## src/rtl/grv_pkg.sv

```systemverilog
// Shared types and helpers for the Gaussian sample serializer.
// Sign-magnitude to two's-complement conversion lives here so every stage agrees on it.
package grv_pkg;

    localparam int GRV_W     = 16;
    localparam int GRV_MAG_W = 11;

    typedef enum logic [1:0] {
        IDLE   = 2'd0,
        EMIT_A = 2'd1,
        EMIT_B = 2'd2
    } ser_state_t;

    typedef struct packed {
        logic [GRV_W-1:0] grv1;
        logic [GRV_W-1:0] grv2;
    } grv_pair_t;

    // Bits between the sign and the magnitude are don't-care; a negative zero maps to zero.
    function automatic logic [GRV_W-1:0] sm_to_tc(input logic [GRV_W-1:0] x);
        logic [GRV_W-1:0] mag;
        mag = {{(GRV_W-GRV_MAG_W){1'b0}}, x[GRV_MAG_W-1:0]};
        return x[GRV_W-1] ? (-mag) : mag;
    endfunction

endpackage

```

## src/rtl/grv_sample_serializer_if.sv

```systemverilog
// Generator-side pair input and consumer-side valid/ready sample output of the serializer.
// Signal suffixes are from the serializer's point of view (slave modport).
interface grv_sample_serializer_if;

    logic        pair_valid_i;
    logic [15:0] grv1_i;
    logic [15:0] grv2_i;
    logic [15:0] sample_o;
    logic        sample_valid_o;
    logic        sample_ready_i;
    logic        sample_sel_o;

    modport slave (
        input  pair_valid_i, grv1_i, grv2_i, sample_ready_i,
        output sample_o, sample_valid_o, sample_sel_o
    );

    modport master (
        output pair_valid_i, grv1_i, grv2_i, sample_ready_i,
        input  sample_o, sample_valid_o, sample_sel_o
    );

endinterface

```

## src/rtl/grv_pair_fifo.sv

```systemverilog
// DEPTH-entry FIFO of raw (grv1, grv2) pairs; combinational read of the head entry.
// DEPTH must be a power of two so the pointers wrap naturally.
module grv_pair_fifo #(
    parameter int DEPTH = 4,
    parameter int LVL_W = 3
) (
    input  logic             clk,
    input  logic             reset,
    input  logic             push_i,
    input  logic [31:0]      wdata_i,
    input  logic             pop_i,
    output logic [31:0]      rdata_o,
    output logic             full_o,
    output logic             empty_o,
    output logic [LVL_W-1:0] level_o
);

    localparam int PW = $clog2(DEPTH);

    logic [31:0]      mem_q [DEPTH];
    logic [PW-1:0]    wr_ptr_q;
    logic [PW-1:0]    rd_ptr_q;
    logic [LVL_W-1:0] level_q;

    always_ff @(posedge clk or negedge reset) begin
        if (!reset) begin
            wr_ptr_q <= '0;
            rd_ptr_q <= '0;
            level_q  <= '0;
        end else begin
            if (push_i) wr_ptr_q <= wr_ptr_q + 1'b1;
            if (pop_i)  rd_ptr_q <= rd_ptr_q + 1'b1;
            case ({push_i, pop_i})
                2'b10:   level_q <= level_q + 1'b1;
                2'b01:   level_q <= level_q - 1'b1;
                default: level_q <= level_q;
            endcase
        end
    end

    always_ff @(posedge clk) begin
        if (push_i) mem_q[wr_ptr_q] <= wdata_i;
    end

    assign rdata_o = mem_q[rd_ptr_q];
    assign full_o  = (level_q == LVL_W'(DEPTH));
    assign empty_o = (level_q == '0);
    assign level_o = level_q;

endmodule

```

## src/rtl/grv_sample_serializer.sv

```systemverilog
// Buffers Box-Muller pairs and emits them one two's-complement sample per valid/ready handshake.
// Optional GRV_OVF_COUNT_EN adds a saturating dropped-pair counter on ovf_count_o.
module grv_sample_serializer
    import grv_pkg::*;
#(
    parameter int DEPTH = 4,
    parameter int LVL_W = 3
) (
    input  logic                     clk,
    input  logic                     reset,
    grv_sample_serializer_if.slave   bus,
    output logic [LVL_W-1:0]         fifo_level_o,
    output logic                     overflow_o,
    input  logic                     clr_ovf_i
`ifdef GRV_OVF_COUNT_EN
    ,
    output logic [15:0]              ovf_count_o
`endif
);

    ser_state_t       state_q;
    logic [GRV_W-1:0] sample_q;
    logic             valid_q;
    logic             sel_q;
    logic [GRV_W-1:0] hold_q;
    logic             ovf_q;

    grv_pair_t        rd_pair;
    logic [31:0]      rd_data;
    logic             fifo_full;
    logic             fifo_empty;
    logic             hs;
    logic             pop;
    logic             push;
    logic             drop;

    assign hs   = valid_q && bus.sample_ready_i;
    assign pop  = !fifo_empty && ((state_q == IDLE) || ((state_q == EMIT_B) && hs));
    // A full FIFO still accepts when its head leaves in the same cycle.
    assign push = bus.pair_valid_i && (!fifo_full || pop);
    assign drop = bus.pair_valid_i && !push;
    assign rd_pair = grv_pair_t'(rd_data);

    grv_pair_fifo #(.DEPTH(DEPTH), .LVL_W(LVL_W)) u_fifo (
        .clk     (clk),
        .reset   (reset),
        .push_i  (push),
        .wdata_i ({bus.grv1_i, bus.grv2_i}),
        .pop_i   (pop),
        .rdata_o (rd_data),
        .full_o  (fifo_full),
        .empty_o (fifo_empty),
        .level_o (fifo_level_o)
    );

    always_ff @(posedge clk or negedge reset) begin
        if (!reset) begin
            state_q  <= IDLE;
            sample_q <= '0;
            valid_q  <= 1'b0;
            sel_q    <= 1'b0;
            hold_q   <= '0;
        end else begin
            case (state_q)
                IDLE: begin
                    if (pop) begin
                        sample_q <= sm_to_tc(rd_pair.grv1);
                        hold_q   <= rd_pair.grv2;
                        valid_q  <= 1'b1;
                        sel_q    <= 1'b0;
                        state_q  <= EMIT_A;
                    end
                end
                EMIT_A: begin
                    if (hs) begin
                        sample_q <= sm_to_tc(hold_q);
                        sel_q    <= 1'b1;
                        state_q  <= EMIT_B;
                    end
                end
                EMIT_B: begin
                    if (hs) begin
                        if (pop) begin
                            sample_q <= sm_to_tc(rd_pair.grv1);
                            hold_q   <= rd_pair.grv2;
                            sel_q    <= 1'b0;
                            state_q  <= EMIT_A;
                        end else begin
                            valid_q  <= 1'b0;
                            state_q  <= IDLE;
                        end
                    end
                end
                default: state_q <= IDLE;
            endcase
        end
    end

    // A drop in the same cycle as a clear leaves the flag set.
    always_ff @(posedge clk or negedge reset) begin
        if (!reset) begin
            ovf_q <= 1'b0;
        end else if (drop) begin
            ovf_q <= 1'b1;
        end else if (clr_ovf_i) begin
            ovf_q <= 1'b0;
        end
    end

`ifdef GRV_OVF_COUNT_EN
    logic [15:0] ovf_cnt_q;

    always_ff @(posedge clk or negedge reset) begin
        if (!reset) begin
            ovf_cnt_q <= '0;
        end else if (clr_ovf_i) begin
            ovf_cnt_q <= '0;
        end else if (drop && (ovf_cnt_q != 16'hFFFF)) begin
            ovf_cnt_q <= ovf_cnt_q + 16'd1;
        end
    end

    assign ovf_count_o = ovf_cnt_q;
`endif

    assign bus.sample_o       = sample_q;
    assign bus.sample_valid_o = valid_q;
    assign bus.sample_sel_o   = sel_q;
    assign overflow_o         = ovf_q;

endmodule
```

## src/flat_wrapper.sv

```systemverilog
// flat-port wrapper written by rule: the top's interface ports become plain ports
module grv_sample_serializer_flat import grv_pkg::*;
#(
    parameter int DEPTH = 4,
    parameter int LVL_W = 3
)
  (clk, reset, fifo_level_o, overflow_o, clr_ovf_i, bus_pair_valid_i, bus_grv1_i, bus_grv2_i, bus_sample_ready_i, bus_sample_o, bus_sample_valid_o, bus_sample_sel_o);
  grv_sample_serializer_if bus_i ();
  input  logic clk;
  input  logic reset;
  output logic [LVL_W-1:0] fifo_level_o;
  output logic overflow_o;
  input  logic clr_ovf_i;
  input wire logic [$bits(bus_i.pair_valid_i)-1:0] bus_pair_valid_i;
  input wire logic [$bits(bus_i.grv1_i)-1:0] bus_grv1_i;
  input wire logic [$bits(bus_i.grv2_i)-1:0] bus_grv2_i;
  input wire logic [$bits(bus_i.sample_ready_i)-1:0] bus_sample_ready_i;
  output wire logic [$bits(bus_i.sample_o)-1:0] bus_sample_o;
  output wire logic [$bits(bus_i.sample_valid_o)-1:0] bus_sample_valid_o;
  output wire logic [$bits(bus_i.sample_sel_o)-1:0] bus_sample_sel_o;
  assign bus_i.pair_valid_i = bus_pair_valid_i;
  assign bus_i.grv1_i = bus_grv1_i;
  assign bus_i.grv2_i = bus_grv2_i;
  assign bus_i.sample_ready_i = bus_sample_ready_i;
  assign bus_sample_o = bus_i.sample_o;
  assign bus_sample_valid_o = bus_i.sample_valid_o;
  assign bus_sample_sel_o = bus_i.sample_sel_o;
  grv_sample_serializer #(.DEPTH(DEPTH), .LVL_W(LVL_W)) u_core (.clk(clk), .reset(reset), .bus(bus_i), .fifo_level_o(fifo_level_o), .overflow_o(overflow_o), .clr_ovf_i(clr_ovf_i));
endmodule
```

## config.mk

```make
export PLATFORM = sky130hd
export DESIGN_NAME = grv_sample_serializer_flat
export DESIGN_NICKNAME = d
export VERILOG_FILES = /design/src/rtl/grv_pkg.sv /design/src/rtl/grv_sample_serializer_if.sv /design/src/rtl/grv_pair_fifo.sv /design/src/rtl/grv_sample_serializer.sv /design/src/flat_wrapper.sv
export SDC_FILE = /design/constraint.sdc
export NUM_CORES = 1
export LEC_CHECK = 0
export ABC_AREA = 0
export ABC_CLOCK_PERIOD_IN_PS = 3850
export CAP_MARGIN = 20
export CORE_ASPECT_RATIO = 1.1
export CORE_UTILIZATION = 43
export CTS_CLUSTER_DIAMETER = 150
export DETAILED_ROUTE_END_ITERATION = 10
export GPL_TIMING_DRIVEN = 1
export SKIP_LAST_GASP = 1
export SLEW_MARGIN = 20
export SYNTH_ARGS = -nofsm -noshare
export SYNTH_HDL_FRONTEND = slang
export SYNTH_SLANG_ARGS = --single-unit
```

## constraint.sdc

```tcl
create_clock -name clk -period 3.85 [get_ports clk]
set_clock_uncertainty 0.1 [all_clocks]
set_input_delay 0.5775 -clock clk [delete_from_list [all_inputs] [get_ports clk]]
set_output_delay 0.5775 -clock clk [all_outputs]
set_load 0.01 [all_outputs]
```

Word-level counts from Yosys, hierarchy flattened
Memories as Yosys holds them, arrays and structs flattened.
Index checks and enable logic that the tools add are counted.
{ "word_totals": {"reg_bits": 44, "mem_bits_rw": 128, "in_bits": 37, "output_inout_bits": 22, "elab_cells": 72, "n_memories": 1} }
{ "classes": {"add_sub_neg": 6, "n_eq_ne": 9, "mux": 27, "n_reduce_logical": 20} }
{ "memory_table": {"columns": ["name", "depth", "width", "rd", "rd_clocked_by_memory_dff", "write_ports", "line", "source"], "rows": [
  ["u_core.u_fifo.mem_q", 4, 32, 1, 0, 1, "grv_pair_fifo.sv:20", "logic [31:0] mem_q [DEPTH];"]
]} }
{ "ops": {"columns": ["op", "n"], "rows": [
  ["16-bit 2-to-1 mux", 7],
  ["16-bit case mux with 3 select lines", 1],
  ["11-bit negation with 16-bit output", 2],
  ["16-bit case mux with 2 select lines", 1],
  ["1-bit 2-to-1 mux", 11],
  ["2-bit 2-to-1 mux", 3],
  ["2-bit by 1-bit != test with 1-bit output (second input constant)", 3],
  ["2-bit case mux with 3 select lines", 1],
  ["3-bit case mux with 2 select lines", 1],
  ["3-bit AND reduction", 2],
  ["2-bit nonzero test", 3],
  ["1-bit logical AND", 5],
  ["2-bit by 1-bit adder with 2-bit output (second input constant)", 2],
  ["2-bit by 1-bit == test with 1-bit output (second input constant)", 2],
  ["2-bit == test (second input constant)", 2],
  ["4-bit AND reduction", 1],
  ["3-bit by 1-bit adder with 3-bit output (second input constant)", 1],
  ["3-bit == test (second input constant)", 1],
  ["1-bit logical NOT", 3],
  ["3-bit logical NOT", 1],
  ["1-bit case mux with 3 select lines", 1],
  ["3-bit nonzero test", 1],
  ["3-bit by 1-bit subtractor with 3-bit output (second input constant)", 1],
  ["2-bit logical NOT", 1],
  ["other kinds (4)", 5]
]} }

Logic depth before layout (Yosys ltp)
{ "depth": {"ltp_word": 9, "ltp_mapped": 10} }

By module
From an unflattened synthesis, not the netlist that was laid out.
{ "hier_totals": {"hier_cells": 400, "area_unflattened_um2": 7026.7} }
{ "by_module_without_submodules": {"columns": ["mod", "n_inst", "cells_each", "area_per_inst_um2"], "rows": [
  ["grv_pair_fifo", 1, 205, 5063.6],
  ["grv_sample_serializer", 1, 195, 1963.1]
]} }

Worst setup path after synthesis
No wires, ideal clock.
{ "synth_timing": {"path_type": "register -> register", "startpoint": "register u_core.u_fifo.rd_ptr_q[0]", "endpoint": "register u_core.sample_q[10], in the netlist u_core.bus.sample_o[10]", "setup_time_ps": 126, "t_arrival_ps": 2148, "required_ps": 3624, "setup_slack_ps": 1476, "path_stages_with_launch": 9, "n_path_buf": 2, "period_less_slack_ps": 2374, "path_cell_list": "dfrtp_1 -> buf_6 -> buf_2 -> mux4_2 -> inv_1 -> ha_1 -> a31oi_1 -> xor2_1 -> a221o_1"} }
{ "synth_via": {"elab_chain_cells": 6} }
{ "synth_lines": {"columns": ["item", "line", "source"], "rows": [
  ["start: declaration", "grv_pair_fifo.sv:22", "logic [PW-1:0] rd_ptr_q;"],
  ["start signal: assignment", "grv_pair_fifo.sv:32", "if (pop_i) rd_ptr_q <= rd_ptr_q + 1'b1;"],
  ["memory 4 x 32 bit *", null, null],
  ["11-bit negation with 16-bit output", "grv_pkg.sv:23", "return x[GRV_W-1] ? (-mag) : mag;"],
  ["16-bit 2-to-1 mux *", "grv_pkg.sv:23", null],
  ["16-bit 2-to-1 mux *", "grv_sample_serializer.sv:66, grv_sample_serializer.sv:83", null],
  ["16-bit 2-to-1 mux", "grv_sample_serializer.sv:82", "if (hs) begin"],
  ["16-bit case mux with 3 select lines *", "grv_sample_serializer.sv:64", "case (state_q)"],
  ["end signal: assignment", "grv_sample_serializer.sv:67", "sample_q <= sm_to_tc(rd_pair.grv1);"],
  ["end signal: assignment", "grv_sample_serializer.sv:76", "sample_q <= sm_to_tc(hold_q);"],
  ["end signal: assignment", "grv_sample_serializer.sv:84", "sample_q <= sm_to_tc(rd_pair.grv1);"],
  ["end: declaration", "grv_sample_serializer.sv:22", "logic [GRV_W-1:0] sample_q;"]
]} }
Every way passes the cells marked *; elsewhere a longest branch is shown, timed or not. The select of a mux whose other input is x is not followed.
A chain may end at the register's enable or synchronous reset.

Final worst setup path
{ "layout_timing": {"startpoint": "register u_core.u_fifo.rd_ptr_q[1]", "endpoint": "register u_core.sample_q[10], in the netlist u_core.bus.sample_o[10]"} }
The elaborated chain is that of the path after synthesis.

==> impl_metrics.csv <==
group,metric,value,unit
pwr,p_leak,2.61,nW
global_route,grt.met2_usage,0.288,
worst_setup_path,arrival,3030,ps
pwr,power_frac_comb,0.374,
pwr,seqPwrFrac,0.375,
floorplan,die_x,112,um
synthesis,yosysWarnings,0,
final_layout,area_growth,22.4,%
worst_setup_path,timing.setup.critical_path_class,"register to register",
synthesis,synth_nets,425,
clocking,cts_tree,"built",
global_route,grt_antenna_before_repair,0,
global_route,met3_usage,0.0461,
synthesis,synth_edf_count,96,
final_layout,final_common_cell,"edfxtp_1",
synthesis,avgSynthCellArea,15.0,um^2
routing,drt_wl_total,11200,um
worst_setup_path,crit_required,4050,ps
worst_setup_path,max_stage_delay,880,ps
final_layout,num-nets-final,488,
floorplan,num_rows,43,
timing,fin_hold_ws,184,ps
place,gp_congestion,0.794,
timing,worst_pin_slew,895,ps
clocking,cts.sinks,136,
global_route,grt_util_all_layers,0.185,
global_route,overflow,0,
final_layout,fin_area,7000,um^2
pwr,swShare,0.341,
job,max-cap-violations,0,
routing,drtAntennaViolNets,0,
worst_setup_path,cpMaxStageDelayCell,"dfrtp_1",
global_route,use_met1,0.242,
routing,dr.pass1.iters,10,
timing,slew_headroom,0.403,
timing,period_share,0.736,
synthesis,synthArstFlopShare,0.294,
timing,hold_viol,0,
synthesis,ys_ff_latch,136,
floorplan,core_region_area,12800,um^2
timing,drv_slew,0,
floorplan,dieArea,13800,um^2
pwr,p_clk_frac,0.251,
hold_path,hp-class,"input port to asynchronous set/reset pin",
pwr,power.switching,2.12,mW
clocking,postCtsResizedCells,0,
timing,fin_tns_setup,0,ps
global_route,top_usage_layer,"met2",
timing,grt_setup_unrepaired,"false",
place,port_buffers,50,
final_layout,drive_gt1_frac,0.158,
global_route,grt_max_degree,41,
clocking,clkLatencyLatePin,420,ps
global_route,grt_pass1_wl,18600,um
clocking,clkTransAtPathRegs,50,ps
status,outcome,"finished with violations",
synthesis,synth_cell_type_count,51,
synthesis,synthCells,381,
global_route,grt_pass1_vias,3428,
final_layout,multiInputGateArea,1720,um^2
synthesis,synthesis.area,5720,um^2
floorplan,die_h,123,um
final_layout,n_fill_cell,1041,
pwr,peakVddDrop,0.345,mV
routing,drtIter0Drc,155,
pwr,p_int,4.10,mW
worst_setup_path,critPathMaxFanout,16,
final_layout,final_core_util,0.547,
routing,drc,5,
clocking,cts_max_level,4,
worst_setup_path,start_kind,"register",
final_layout,n_antenna_cell,0,
clocking,ctsRootBufferMaster,"clkbuf_16",
final_layout,final_cell_mix,"edfxtp_1, nand2_1, clkdlybuf4s50_1, dfrtp_1, mux4_2",
synthesis,ys_dominant_reg_cell,"edfxtp_1",
clocking,cts_setup_buffers,0,
timing,period_needed,2830,ps
timing,setup_viol,0,
floorplan,initial_core_util,0.447,
routing,wl_per_cell,18.2,um
synthesis,seq_area_frac_synth,0.679,
place,dp_hpwl,7200,um
floorplan,ios,59,
pwr,power_per_cell_area,890,nW/um^2
clocking,ctsLongestPathBuffers,2,
worst_setup_path,path_cells,"buf_4, mux4_2, inv_1, ha_1, a31oi_1, xor2_1, a221o_1",
timing,max_freq,0.353,GHz
routing,vias,3331,
final_layout,regArea,3880,um^2
clocking,cts_made_buffers,17,
place,placed_cell_area,6420,um^2
status,violations,"DRC",
routing,viasPerCell,5.43,
worst_setup_path,end_kind,"register",
clocking,cts_hold_buf,0,
[cell type report]
type / count / area share
clock buffers: 23 / 0.0683
clock inverters: 9 / 0.0139
inverters: 13 / 0.00697
multi-input cells: 215 / 0.245
flip-flops and latches: 136 / 0.555
well taps: 157 / 0.0281
repair buffers: 61 / 0.0826
[stage by stage]
step / cells / setup WS, ps / total power [mW]
finish: 614 / 1020 / 6.23
global route: 614 / 807 / 6.67
CTS: 614 / 977 / 6.31
detailed placement: 582 / 957 / 4.73
global placement: 582 / 1010 / 4.66
floorplan: 381 / 1480 / 3.91
[critical path: cells and delay by family (launching register included)]
family	cells	cell delay [ps]
XOR/XNOR	1	170
flip-flops	1	880
adder cells (fa/ha/maj)	1	280
AO/OA/AOI/OAI	2	470
multiplexers	1	380
buffers and inverters	2	440
[power groups by stage]
stage | Combinational [mW] | Clock, mW | Sequential, mW
after floorplan | 1.65 | 0 | 2.26
after global placement | 2.31 | 0 | 2.35
after detailed placement | 2.35 | 0 | 2.37
after CTS | 2.37 | 1.59 | 2.35
after global routing | 2.61 | 1.66 | 2.40
final | 2.33 | 1.56 | 2.34
[path summary, 6_finish.rpt]
check / slack (ps) / depth (start not counted) / start / endpoint
max: 1020 / 7 / u_core.u_fifo.rd_ptr_q[1] / u_core.bus.sample_o[10]
min: 180 / 1 / reset / u_core.overflow_o
max reg2reg: 1020 / 7 / u_core.u_fifo.rd_ptr_q[1] / u_core.bus.sample_o[10]
min reg2reg: 390 / 1 / u_core.bus.sample_o[13] / u_core.bus.sample_o[13]
max in group asynchronous: 2900 / 1 / reset / u_core.hold_q[4]
min in group clk: 390 / 1 / u_core.bus.sample_o[13] / u_core.bus.sample_o[13]
[sequential cells by signal, indices dropped and copies added, names as in the netlist]
name and flops:
u_core.u_fifo.mem_q 96, u_core.bus.sample_o 16, u_core.hold_q 12, u_core.u_fifo.level_o 3
u_core.state_q 2, u_core.u_fifo.rd_ptr_q 2, u_core.u_fifo.wr_ptr_q 2, u_core.bus.sample_sel_o 1
u_core.bus.sample_valid_o 1, u_core.overflow_o 1
[metal layers]
metal  vias up  share of wire
li1       1549              -
met1      1682           0.45
met2        79           0.48
met3        21          0.043
met4         0          0.032
met5         -              0
[logic make-up after synthesis]
family,Yosys count,synth area share
and+or+nand+nor,98,0.0807
DFF,136,0.679
AOI/OAI and AO/OA,59,0.0658
adders and majority gates,7,0.0166
xor gates and xnor gates,23,0.0352
buffers and inverters,30,0.0217
muxes,28,0.101
[Yosys cell counts, drive strengths merged (4+ instances only)]
cell type   n  area [um^2]
a21oi      13         65.1
a31oi       4         25.0
and3        5         31.3
buf         5         30.0
clkbuf     12         45.0
dfrtp      40         1000
edfxtp     96         2880
ha          6         75.1
inv        13         48.8
mux2i       4         40.0
mux4       23          526
nand2      54          205
nand3       4         20.0
nor2       13         48.8
nor3        9         50.1
o21ai      20          104
xnor2      11         96.3
xor2       12          105
(Power assumes the default switching activity.)
